$ cat src/rtl/alu_sequencer.sv
// Sequences one ALU operation: drives one-hot strobe + operands for LAT cycles, then captures the 64-bit result.
// Latency: legal op LAT+2 cycles from accept to rsp_valid; illegal op 1 cycle.
// Backpressure: req_ready only in IDLE; result held in RESP until rsp_ready.
module alu_sequencer #(
  parameter int LAT_BASIC = 1,
  parameter int LAT_MUL   = 4,
  parameter int LAT_DIV   = 4
) (
  input  logic        clk,
  input  logic        clr_n,
  input  logic        req_valid,
  output logic        req_ready,
  input  logic [3:0]  req_op,
  input  logic [31:0] req_a,
  input  logic [31:0] req_b,
  output logic [31:0] alu_a,
  output logic [31:0] alu_b,
  output logic        alu_and,
  output logic        alu_or,
  output logic        alu_add,
  output logic        alu_sub,
  output logic        alu_mul,
  output logic        alu_div,
  output logic        alu_shr,
  output logic        alu_shl,
  output logic        alu_ror,
  output logic        alu_rol,
  output logic        alu_neg,
  output logic        alu_not,
  output logic        alu_incpc,
  input  logic [63:0] alu_c,
  output logic        rsp_valid,
  input  logic        rsp_ready,
  output logic [31:0] z_hi,
  output logic [31:0] z_lo,
  output logic        rsp_err
);

  localparam int LAT_MAX_MD = (LAT_MUL > LAT_DIV) ? LAT_MUL : LAT_DIV;
  localparam int LAT_MAX    = (LAT_BASIC > LAT_MAX_MD) ? LAT_BASIC : LAT_MAX_MD;
  localparam int CW         = $clog2(LAT_MAX) + 1;

  localparam logic [CW-1:0] LOAD_BASIC = CW'(LAT_BASIC - 1);
  localparam logic [CW-1:0] LOAD_MUL   = CW'(LAT_MUL - 1);
  localparam logic [CW-1:0] LOAD_DIV   = CW'(LAT_DIV - 1);

  localparam logic [3:0] OP_MUL   = 4'd4;
  localparam logic [3:0] OP_DIV   = 4'd5;
  localparam logic [3:0] OP_LAST  = 4'd12;

  localparam logic [1:0] IDLE = 2'd0;
  localparam logic [1:0] EXEC = 2'd1;
  localparam logic [1:0] CAPT = 2'd2;
  localparam logic [1:0] RESP = 2'd3;

  logic [1:0]    state_q, state_d;
  logic [CW-1:0] cnt_q, cnt_d;
  logic [3:0]    op_q;
  logic [31:0]   a_q, b_q;
  logic [31:0]   z_hi_q, z_lo_q;
  logic          err_q;
  logic          accept;
  logic          req_legal;
  logic [CW-1:0] lat_load;
  logic [12:0]   strobe;

  assign accept    = (state_q == IDLE) && req_valid;
  assign req_legal = (req_op <= OP_LAST);

  // Hold count for the incoming opcode (counter is loaded with LAT-1).
  always_comb begin
    lat_load = LOAD_BASIC;
    if (req_op == OP_MUL) lat_load = LOAD_MUL;
    else if (req_op == OP_DIV) lat_load = LOAD_DIV;
  end

  // Next-state and down-counter logic.
  always_comb begin
    state_d = state_q;
    cnt_d   = cnt_q;
    case (state_q)
      IDLE: begin
        if (req_valid) begin
          state_d = req_legal ? EXEC : RESP;
          cnt_d   = lat_load;
        end
      end
      EXEC: begin
        if (cnt_q == '0) state_d = CAPT;
        else             cnt_d   = cnt_q - 1'b1;
      end
      CAPT:    state_d = RESP;
      RESP:    if (rsp_ready) state_d = IDLE;
      default: state_d = IDLE;
    endcase
  end

  // State and counter registers; reset aborts any operation in flight.
  always_ff @(posedge clk or negedge clr_n) begin
    if (!clr_n) begin
      state_q <= IDLE;
      cnt_q   <= '0;
    end else begin
      state_q <= state_d;
      cnt_q   <= cnt_d;
    end
  end

  // Request latch on accept; result capture on leaving CAPT; illegal ops zero the result.
  always_ff @(posedge clk or negedge clr_n) begin
    if (!clr_n) begin
      op_q   <= '0;
      a_q    <= '0;
      b_q    <= '0;
      z_hi_q <= '0;
      z_lo_q <= '0;
      err_q  <= 1'b0;
    end else if (accept) begin
      op_q <= req_op;
      a_q  <= req_a;
      b_q  <= req_b;
      if (!req_legal) begin
        z_hi_q <= '0;
        z_lo_q <= '0;
        err_q  <= 1'b1;
      end
    end else if (state_q == CAPT) begin
      z_hi_q <= alu_c[63:32];
      z_lo_q <= alu_c[31:0];
      err_q  <= 1'b0;
    end
  end

  // One-hot strobe decode, only ever active in EXEC.
  always_comb begin
    strobe = '0;
    for (int i = 0; i < 13; i++) begin
      strobe[i] = (state_q == EXEC) && (op_q == 4'(i));
    end
  end

  assign {alu_incpc, alu_not, alu_neg, alu_rol, alu_ror, alu_shl, alu_shr,
          alu_div, alu_mul, alu_sub, alu_add, alu_or, alu_and} = strobe;

  assign alu_a     = a_q;
  assign alu_b     = b_q;
  assign req_ready = (state_q == IDLE) && clr_n;
  assign rsp_valid = (state_q == RESP);
  assign z_hi      = z_hi_q;
  assign z_lo      = z_lo_q;
  assign rsp_err   = err_q;

endmodule

$ cat config.mk
export PLATFORM = sky130hd
export DESIGN_NAME = alu_sequencer
export DESIGN_NICKNAME = d
export VERILOG_FILES = /design/src/rtl/alu_sequencer.sv
export SDC_FILE = /design/constraint.sdc
export NUM_CORES = 1
export LEC_CHECK = 0
export ABC_AREA = 1
export CAP_MARGIN = 10
export CORE_MARGIN = 5
export CORE_UTILIZATION = 41
export DETAILED_ROUTE_END_ITERATION = 7
export PLACE_DENSITY_LB_ADDON = 0.25
export SYNTH_ARGS = -nofsm -noshare
export SYNTH_HDL_FRONTEND = slang
export SYNTH_SLANG_ARGS = --single-unit
$ cat constraint.sdc
create_clock -name clk -period 2.2 [get_ports clk]
set_input_delay 0.22 -clock clk [delete_from_list [all_inputs] [get_ports clk]]
set_output_delay 0.22 -clock clk [all_outputs]
set_load 0.01 [all_outputs]
* After elaboration in Yosys (flattened, before gate mapping)
Cells that the tools add are included.
Word-level totals: input bits 136, register bits after elaboration 138, word-level logic and storage cells 73
Operators by class: $add $sub $neg 1, reduce and logical (&&, ||, !) cells 23, order comparisons 1, multiplexer cells 18, equal/unequal tests 22
Operators with widths (count):
- 32-bit 2-to-1 mux | 5
- 4-bit by 3-bit equality test with 1-bit output (second input constant) | 6
- 4-bit equality test (second input constant) | 5
- 1-bit logical AND | 15
- 2-bit 2-to-1 mux | 5
- 3-bit 2-to-1 mux | 3
- 4-bit by 2-bit equality test with 1-bit output (second input constant) | 2
- 2-bit != test (second input constant) | 4
- 2-bit one-hot mux with 4 select lines | 1
- 3-bit one-hot mux with 2 select lines | 1
- 3-bit AND reduction | 2
- 2-bit equality test (second input constant) | 2
- 4-bit by 1-bit equality test with 1-bit output (second input constant) | 1
- 4-bit less-or-equal comparator (second input constant) | 1
- 4-bit zero test | 1
- 2-bit nonzero test | 2
- 3-bit zero test | 1
- 1-bit 2-to-1 mux | 3
- 3-bit by 1-bit subtractor with 3-bit output (second input constant) | 1
- 2-bit by 1-bit equality test with 1-bit output (second input constant) | 1
- 2-bit zero test | 1
- 2-bit by 1-bit != test with 1-bit output (second input constant) | 1
- 2-bit AND reduction | 1

* Longest topological paths before layout
depth after elaboration 5, depth in mapped cells 10, depth with buffers taken out 8

* Least setup slack after synthesis
Ideal clock, no wire load.
kind register to register, start point register state_q[0], end point register z_hi_q[0], in the netlist z_hi[0], buffers on the path 2, stages on the path, launching flop included 11, required time 2.082 ns, arrival time 1.424 ns, path slack 0.658 ns, cells stage by stage dfrtp_1 > inv_1 > ha_1 > nand2_2 > inv_2 > nor2_2 > inv_2 > buf_4 > buf_4 > nand3_1 > nand2_1
On the way: longest elaborated chain between the ends 4
RTL lines:
- start: declaration | line 56 | logic [1:0] state_q, state_d;
- start signal: assignment | line 104 | state_q <= state_d;
- 2-bit zero test | line 67 | assign accept = (state_q == IDLE) && req_valid;
- 1-bit logical AND | line 67
- 2-bit != test (no line) / 2-bit nonzero test (equally long branches)
- 2-bit AND reduction (no line)
- end signal: assignment | line 128 | z_hi_q <= alu_c[63:32];
- end: declaration | line 60 | logic [31:0] z_hi_q, z_lo_q;
Parallel ways exist; a longest one is shown, timed or not. A chain may end at the register's enable or synchronous reset.

* Final worst setup path
start point register state_q[1], end point output port req_ready
On the way: longest elaborated chain between the ends 2
RTL lines:
- 2-bit zero test | line 147 | assign req_ready = (state_q == IDLE) && clr_n;
- 1-bit logical AND | line 147
- end: declaration | line 12 | output logic req_ready,
No other way between the ends.

==> summary.md <==
| Metric | Value |
|---|---|
| Worst Skew | `between 7 and 8 ps` |
| Vias/cell | `between 4 and 5` |
| Syn. warnings | `0` |
| Crit-path max cell delay | `~520 ps` |
| Final Max Tran Viols | `0` |
| CTS root buffer | `clkbuf_16` |
| Slew @ Worst Pin | `between 700 and 800 ps` |
| Worst EP arrival | `~1800 ps` |
| RSZ-0062 raised after global routing | `false` |
| Die outline height | `~130 microns` |
| CP Data Required Time | `between 1500 and 2000 ps` |
| Commonest non-fill, non-tap cell in the layout | `nand2_1` |
| VDD IR max | `~650 uV` |
| Total iterations of the first detailed-routing run | `4` |
| Final core occ | `0.663` |
| CP max FO | `4` |
| # diodes | `0` |
| Worst reg2reg endpoint | `alu_a[28]` |
| Non-Filler Instances | `1,121` |
| FF+latch count, synth | `~140` |
| Nets@finish | `1,076` |
| Worst setup margin | `roughly 170 ps` |
| Hold Path Class | `in2reg` |
| Die area | `between 0.015 and 0.02 sq mm` |
| Final Hold Viols | `0` |
| Largest net degree at the start of global routing | `around 140` |
| Register area | `about 0.0035 sq mm` |
| Avg Inst Size Synth | `approximately 8.6 sq um` |
| Post-Route WL | `~17 mm` |
| Power per cell area | `between 1000 and 1500 mW/mm^2` |
| Row count | `43` |
| Die Width | `128 microns` |
| CTS tree | `yes` |
| TritonCTS Buffers | `17` |
| DR WL/cell | `approximately 15 microns` |
| DRT iter0 DRCs | `approximately 300` |
| CTS clk-pin slew, worst paths | `~60 ps` |
| Via count | `around 5.2k` |
| Status | `completed` |
| Hpwl dp | `11.5 mm` |
| Worst Hold Launch | `req_b[15]` |
| Global-route wire length before repair | `~27 mm` |
| Hold Path Cell Cnt | `3` |
| Maxcap violations | `0` |
| Leak | `4.55 nW` |
| Mapped cell area | `0.00567 sq mm` |
| Total GRT Usage | `0.206` |
| Port-buffer cells | `about 280` |
| Reg2reg start | `state_q[1]` |
| Final Cycle Share | `0.925` |
| Critical Path Source Type | `register` |
| ANT nets after route | `0` |
| Area grow syn2layout | `60.3%` |
| CP Class | `reg2out` |
| GP Congestion | `roughly 0.79` |
| Critical Path Most Common Cell | `inv_1` |
| Placed Area | `between 0.008 and 0.009 sq mm` |
| Total grt overflow | `0` |
| Endpoints failing setup | `0` |
| Distinct cells, synth | `16` |
| Syn_nets | `between 800 and 900` |
| Final Power | `~13 mW` |
| Peak Freq | `approximately 490 MHz` |
| CTS H-tree lvls | `4` |
| Tmin final | `~2000 ps` |
| Crit-path cells | `inv_1, ha_1, nand2_1, inv_1, clkdlybuf4s50_1` |
| Final setup TNS | `0 ps` |
| Vias in the first global route | `between 5k and 6k` |
| Seq/Total Area, Yosys | `0.609` |
| Placed Instances | `about 1.1k` |
| Layout cell share with drive strength beyond 1 | `0.0383` |
| Multi-input gate area | `roughly 0.0019 sq mm` |
| Nature of the critical path endpoint | `primary output` |
| Placeable Area | `roughly 0.014 sq mm` |
| I/O pins | `280` |
| CTS max path bufs | `2` |
| CTS sink count | `approximately 140` |
| Skew-Pair Late Insertion Delay | `410 ps` |
| Cells on worst reg2reg path | `7` |
| DRC | `0` |
| WHS | `343 ps` |
| Most frequent cells in the layout | `nand2_1 (358), clkdlybuf4s50_1 (265), dfrtp_1 (138)` |
| Initial Util | `0.413` |
| DP Worst Slack | `about 330 ps` |
| Setup slack, reg-to-reg | `roughly 380 ps` |
| Critical-path top delay cell | `clkdlybuf4s50_1` |
| Initial antenna violation count | `0` |
| Cells after Synth | `about 660` |
| Rel. slew slack | `0.503` |
| Hold path endpoint | `alu_b[15]` |
| Non-Filler Cell Area, Final | `~0.0091 sq mm` |
| Fillers | `about 1.2k` |
## timing repair
| item | 4_1_cts | 5_1_grt |
|---|---|---|
| hold buffers | 1 | 0 |
| gates resized for setup | 13 | 0 |
| endpoints found under the hold margin | 123 | 0 |
| endpoints found under the setup margin | 13 | 0 |
| setup buffers | 0 | 0 |
## logic make-up (layout without fill, tap and decap cells)
| family | after synthesis | in the layout | synth area share |
|---|---|---|---|
| and+or+nand+nor | 449 | 449 | 0.315 |
| DFF | 138 | 138 | 0.609 |
| buffers and inverters | 61 | 340 | 0.0547 |
| adders and majority gates | 7 | 7 | 0.0154 |
| AOI/OAI and AO/OA | 7 | 7 | 0.00618 |
## registers in the layout (all words and copies together), names as in the netlist
| register | flops |
|---|---|
| z_hi | 32 |
| alu_b | 32 |
| alu_a | 32 |
| rsp_err | 1 |
| z_lo | 32 |
| state_q | 2 |
| cnt_q | 3 |
| op_q | 4 |
## area by class of cell
cell class / count / share of cell area
Timing Repair Buffer: 288 / 0.319
Multi-Input combinational cell: 463 / 0.211
Sequential cell: 138 / 0.380
Tap cell: 180 / 0.0248
Inverter: 25 / 0.0103
Clock inverter: 4 / 0.00523
Clock buffer: 23 / 0.0504
## critical path, delay by kind of cell (launching register included)
family        cells  cell delay (ps)
buf+inv           3              690
fa+ha+maj         1              220
simple gates      1               90
flops             1              410
## report_power, final
group | internal (mW) | switching [mW] | total [mW] | leakage (nW)
Sequential | 3.73 | 0.631 | 4.36 | 1.73
Combinational | 2.96 | 2.82 | 5.77 | 2.58
Clock | 1.55 | 0.978 | 2.53 | 0.245
Total | 8.23 | 4.43 | 12.7 | 4.55
## per-layer routing
layer / vias to the layer above / GRT usage / routed length (microns)
met5: - / 0 / 0
met4: 0 / 0.103 / 595
met3: 42 / 0.0719 / 1420
met2: 193 / 0.329 / 8070
met1: 2406 / 0.249 / 6500
li1: 2571 / - / -
## cells in the mapped netlist
| library cell | n | area (sq um) |
|---|---|---|
| nand2_2 | 1 | 6.26 |
| buf_1 | 1 | 3.75 |
| nand2_1 | 358 | 1340 |
| buf_4 | 7 | 52.6 |
| ha_1 | 7 | 87.6 |
| nor4_1 | 1 | 6.26 |
| clkbuf_1 | 9 | 33.8 |
| buf_6 | 5 | 56.3 |
| inv_1 | 23 | 86.3 |
| o21ai_0 | 7 | 35.0 |
| buf_2 | 14 | 70.1 |
| nand3_1 | 73 | 365 |
| inv_2 | 2 | 7.51 |
| dfrtp_1 | 138 | 3450 |
| nor2_2 | 1 | 6.26 |
| nor2_1 | 15 | 56.3 |
## worst max-delay path by stage
stage / slack (ps) / startpoint / end
after global routing: 10 / state_q[0] / req_ready
after detailed placement: 330 / state_q[1] / alu_and
after global placement: 390 / state_q[1] / alu_add
final: 170 / state_q[1] / req_ready
after CTS: 140 / state_q[1] / req_ready
after floorplan: 660 / state_q[0] / z_hi[0]
No activity file was read; power rests on OpenSTA's default activity.
